File: src/rtl/blake2_msg_feeder.sv
// Slices a message byte stream into zero-padded BB-byte blocks for a blake2s core and
// forwards the digest bytes the core streams back, dropping the stale lead-in strobe.
module blake2_msg_feeder #(
    parameter int unsigned BB    = 64,
    parameter int unsigned IDX_W = $clog2(BB),
    parameter int unsigned LL_W  = 64,
    parameter int unsigned NN_W  = 6
) (
    input  logic             clk,
    input  logic             reset,
    input  logic             in_v_i,
    input  logic [7:0]       in_data_i,
    input  logic             in_last_i,
    input  logic             in_empty_i,
    output logic             in_ready_o,
    input  logic [NN_W-1:0]  nn_i,
    input  logic             core_ready_i,
    output logic             core_data_v_o,
    output logic [IDX_W-1:0] core_data_idx_o,
    output logic [7:0]       core_data_o,
    output logic             core_block_first_o,
    output logic             core_block_last_o,
    output logic [LL_W-1:0]  core_ll_o,
    input  logic             core_h_v_i,
    input  logic [7:0]       core_h_i,
    output logic             res_v_o,
    output logic [7:0]       res_data_o,
    output logic             res_last_o,
    output logic             busy_o
);

    typedef enum logic [2:0] {
        StIdle,
        StStream,
        StPad,
        StWaitF,
        StWaitRes,
        StRes
    } state_t;

    localparam logic [IDX_W-1:0] IdxMax = IDX_W'(BB - 1);

    state_t           state_q;
    logic [IDX_W-1:0] idx_q;     // index of the next byte to emit
    logic [NN_W-1:0]  nn_q;
    logic [NN_W-1:0]  res_cnt_q;
    logic             accept;

    assign in_ready_o = core_ready_i & ((state_q == StIdle) | (state_q == StStream));
    assign accept     = in_v_i & in_ready_o;
    assign busy_o     = (state_q != StIdle);

    always_ff @(posedge clk or posedge reset) begin
        if (reset) begin
            state_q            <= StIdle;
            idx_q              <= '0;
            nn_q               <= '0;
            res_cnt_q          <= '0;
            core_data_v_o      <= 1'b0;
            core_data_idx_o    <= '0;
            core_data_o        <= '0;
            core_block_first_o <= 1'b0;
            core_block_last_o  <= 1'b0;
            core_ll_o          <= '0;
            res_v_o            <= 1'b0;
            res_data_o         <= '0;
            res_last_o         <= 1'b0;
        end else begin
            core_data_v_o <= 1'b0;
            res_v_o       <= 1'b0;
            res_last_o    <= 1'b0;
            unique case (state_q)
                StIdle: begin
                    if (accept) begin
                        core_block_first_o <= 1'b1;
                        nn_q               <= nn_i;
                        if (in_empty_i) begin
                            // Zero-length message: one all-pad block, nothing emitted yet
                            core_ll_o         <= '0;
                            core_block_last_o <= 1'b1;
                            idx_q             <= '0;
                            state_q           <= StPad;
                        end else begin
                            core_data_v_o     <= 1'b1;
                            core_data_idx_o   <= '0;
                            core_data_o       <= in_data_i;
                            core_ll_o         <= LL_W'(1);
                            core_block_last_o <= in_last_i;
                            idx_q             <= IDX_W'(1);
                            state_q           <= in_last_i ? StPad : StStream;
                        end
                    end
                end
                StStream: begin
                    if (accept && !in_empty_i) begin
                        core_data_v_o   <= 1'b1;
                        core_data_idx_o <= idx_q;
                        core_data_o     <= in_data_i;
                        core_ll_o       <= core_ll_o + LL_W'(1);
                        if (in_last_i) begin
                            core_block_last_o <= 1'b1;
                        end
                        if (idx_q == IdxMax) begin
                            state_q <= in_last_i ? StWaitRes : StWaitF;
                        end else begin
                            idx_q <= idx_q + IDX_W'(1);
                            if (in_last_i) begin
                                state_q <= StPad;
                            end
                        end
                    end
                end
                StPad: begin
                    core_data_v_o     <= 1'b1;
                    core_data_idx_o   <= idx_q;
                    core_data_o       <= 8'h00;
                    core_block_last_o <= 1'b1;
                    if (idx_q == IdxMax) begin
                        state_q <= StWaitRes;
                    end else begin
                        idx_q <= idx_q + IDX_W'(1);
                    end
                end
                StWaitF: begin
                    if (core_ready_i) begin
                        core_block_first_o <= 1'b0;
                        idx_q              <= '0;
                        state_q            <= StStream;
                    end
                end
                StWaitRes: begin
                    // First strobe of the digest burst carries a stale byte
                    if (core_h_v_i) begin
                        res_cnt_q <= '0;
                        state_q   <= StRes;
                    end
                end
                StRes: begin
                    if (core_h_v_i) begin
                        res_v_o    <= 1'b1;
                        res_data_o <= core_h_i;
                        res_cnt_q  <= res_cnt_q + NN_W'(1);
                        if (res_cnt_q + NN_W'(1) == nn_q) begin
                            res_last_o         <= 1'b1;
                            core_block_first_o <= 1'b0;
                            core_block_last_o  <= 1'b0;
                            state_q            <= StIdle;
                        end
                    end
                end
                default: state_q <= StIdle;
            endcase
        end
    end

endmodule
File: config.mk
export PLATFORM = sky130hd
export DESIGN_NAME = blake2_msg_feeder
export DESIGN_NICKNAME = d
export VERILOG_FILES = /design/src/rtl/blake2_msg_feeder.sv
export SDC_FILE = /design/constraint.sdc
export NUM_CORES = 1
export LEC_CHECK = 0
export BUFFER_PORTS_ARGS = -buffer_cell sky130_fd_sc_hd__buf_2
export CORE_MARGIN = 4
export CORE_UTILIZATION = 49
export DETAILED_ROUTE_END_ITERATION = 6
export GPL_TIMING_DRIVEN = 0
export PLACE_DENSITY = 0.81
export SYNTH_ARGS = -nofsm -noshare
export SYNTH_HDL_FRONTEND = slang
export SYNTH_SLANG_ARGS = --single-unit
File: constraint.sdc
create_clock -name clk -period 3 [get_ports clk]
set_input_delay 0.3 -clock clk [delete_from_list [all_inputs] [get_ports clk]]
set_output_delay 0.3 -clock clk [all_outputs]
set_load 0.02 [all_outputs]
==> impl_metrics.py <==
metrics = {
    "final_layout": {
        "nFillCells": 964,
        "antenna_cells": 0,
        "area_delta_synth_final_pct": 21.3,
        "nets": 789,
        "drive_above_1_share_pct": 20.3,
        "mostFrequentLayoutCell": "buf_2",
        "mostFrequentLayoutCells": "buf_2 (124), nand2_1 (118), dfrtp_1 (112)",
    },
    "timing": {
        "setup_viol": 0,
        "finalHoldViolCount": 0,
        "maxSlewHeadroom_pct": 52.6,
        "rsz0062_at_grt": "false",
        "slew_viol_final": 0,
        "clock-skew-final_ns": 0.00632,
        "tns_ns": 0,
        "worst_slack_ns": 0.406,
        "fin_crit_sh_pct": 86.5,
        "fmax_mhz": 386,
        "worst_slew_pin_slew_ns": 0.693,
        "whs_ns": 0.136,
        "period_minus_slack_ns": 2.59,
    },
    "floorplan": {
        "num_rows": 38,
        "die_y_um": 115,
        "start_util_pct": 50.7,
        "ios": 122,
        "coreArea_sq_mm": 0.0110,
        "die_w_um": 115,
        "dieArea_sq_mm": 0.0131,
    },
    "drt": {
        "wl_per_cell_um": 15.1,
        "vias_per_cell": 5.56,
        "vias": 5016,
        "dr.pass1.iters": 5,
        "drc_errors": 0,
        "routed_wl_mm": 13.6,
        "drt_iter0_drc": 350,
        "drtAntennaViolNets": 0,
    },
    "logic_synthesis": {
        "synth_area_sq_mm": 0.00557,
        "synth_edf_count": 0,
        "yosys_warnings": 0,
        "synth_top_area_share_pct": 50.4,
        "synth_area_leaders": "dfrtp_1 (50%), nand2_1 (8.0%), xnor2_1 (5.7%)",
        "synth.distinct_cells": 53,
        "avgSynthCellArea_sq_um": 8.96,
        "yosysSeqAreaShare_pct": 50.4,
        "syn_inst": 621,
        "synth_nets": 653,
        "synthArstFlopShare_pct": 100,
        "ys.flop_type": "dfrtp_1",
        "ys_ff_latch": 112,
        "yosys.area.top_type": "dfrtp_1",
    },
    "clock_network": {
        "cts_tree": "yes",
        "clkTransAtPathRegs_ns": 0.07,
        "clockBufferDepth": 2,
        "post_cts_buffers": 0,
        "htree_num_levels": 3,
        "clock_sinks": 112,
        "cts_root_buffer": "clkbuf_16",
        "cts_buffers": 9,
        "clk_latency_ns": 0.35,
    },
    "global_routing": {
        "grt_antenna_before_repair": 0,
        "grtUsageTotal_pct": 21.3,
        "grt_max_degree": 37,
        "grt_pass1_wl_mm": 22.6,
        "first_global_vias": 4838,
        "grt_overflow_total": 0,
    },
    "setup_path": {
        "critPathKind": "reg2reg",
        "worstPathMaxFanout": 10,
        "crit_required_ns": 3.23,
        "critPathLaunchType": "flop",
        "crit_arrival_ns": 2.82,
        "end_kind": "flop",
    },
    "worst_hold_path": {
        "hold_path.class": "in2reg",
    },
    "placed_design": {
        "gp_congestion": 0.916,
        "post-dp-hpwl_mm": 9.96,
        "dp_slack_ns": 0.444,
        "io_buffers": 121,
    },
    "power": {
        "power.density_mw_per_mm2": 691,
        "power.leakage_nw": 3.33,
        "power.ir.vdd_worst_uv": 419,
    },
    "run_status": {
        "outcome": "finished, final reports clean",
    },
    "flow_run": {
        "maxCapViolations": 0,
    },
}
[cell type report]
type,instances,area (sq um),share of cell area [%]
clock inverters,6,91.3,1.35
flip-flops and latches,112,2800,41.5
well taps,140,175,2.59
clock buffers,10,239,3.54
inverters,17,67.6,1.00
plain buffers,25,98.8,1.46
repair buffers,125,676,10.0
multi-input cells,467,2600,38.5
[state kept, by name (all words and copies together) (netlist names)]
name,count
core_data_o,8
core_data_v_o,1
res_last_o,1
core_ll_o,64
res_v_o,1
idx_q,6
res_cnt_q,6
state_q,3
nn_q,6
core_data_idx_o,6
core_block_last_o,1
core_block_first_o,1
res_data_o,8
[stage by stage]
| stage | instance area, sq um | util, % | total power, W | std cells |
|---|---|---|---|---|
| floorplan | 5570 | - | 0.00293 | 621 |
| global placement | 6350 | 57.8 | 0.00331 | 882 |
| detailed placement | 6410 | 58.4 | 0.00338 | 885 |
| CTS | 6750 | 61.5 | 0.00469 | 902 |
| global route | 6750 | 61.5 | 0.00495 | 902 |
| finish | 6750 | 61.5 | 0.00466 | 902 |
[repair_timing]
action / CTS / global route
gates resized for setup: 0 / 0
hold buffers: 1 / 0
endpoints found under the hold margin: 18 / 0
[Yosys cell counts (3+ instances only)]
cell      instances
and2_1            3
and3_1           10
nor4_1            7
dfrtp_1         112
xnor2_1          36
a22o_1            4
and4_1            6
nor2_1           74
nand2b_1          7
clkbuf_1         17
a21oi_1          19
nand4_1          12
xor2_1           19
or3_1            12
nor3_1           18
o31ai_1           5
buf_2             3
buf_1             4
inv_1            17
ha_1              3
a21o_1            3
nand3_1          30
o21ai_0          46
nand2_1         118
[critical path: stages, from the launching register on]
cell      delay, ns
dfrtp_1        0.36
clkbuf_1       0.16
and4bb_2       0.42
and4_1         0.20
buf_2          0.21
nand4_2        0.26
buf_2          0.30
nor4_2         0.32
xnor2_1        0.17
nor2_1         0.05
[metal layers]
metal | track usage [%] | vias up | wire, um
met5 | 0 | - | 0
met4 | 7.84 | 0 | 253
met3 | 4.02 | 21 | 909
met2 | 33.8 | 178 | 6330
met1 | 29.1 | 2419 | 6110
li1 | - | 2398 | -
[path summary, 6_finish.rpt]
path	slack, ns	endpoint	from	cells past startpoint
setup / recovery	0.41	core_ll_o[54]	state_q[2]	9
hold / removal	0.14	res_data_o[3]	core_h_i[3]	3
setup reg to reg	0.41	core_ll_o[54]	state_q[2]	9
hold reg to reg	0.47	res_data_o[1]	res_data_o[1]	2
max in group asynchronous	1.75	core_ll_o[18]	reset	5
min in group asynchronous	0.51	core_ll_o[50]	reset	3
[logic make-up after synthesis]
logic type / count (synthesis) / share of synthesized area (%)
flip-flops: 112 / 50.4
AO/OA/AOI/OAI: 92 / 9.76
XOR/XNOR: 55 / 8.66
AND/OR/NAND/NOR: 314 / 27.1
buffers and inverters: 42 / 2.92
adder cells (fa/ha/maj): 3 / 0.675
multiplexers: 3 / 0.562
[report_power, final]
part / internal (W) / total, W / switching, W
Clock: 0.000759 / 0.00131 / 0.000549
Sequential: 0.00176 / 0.00193 / 0.000177
Combinational: 0.000492 / 0.00142 / 0.000931
Total: 0.00301 / 0.00466 / 0.00166
No activity file was read; power rests on OpenSTA's default activity.
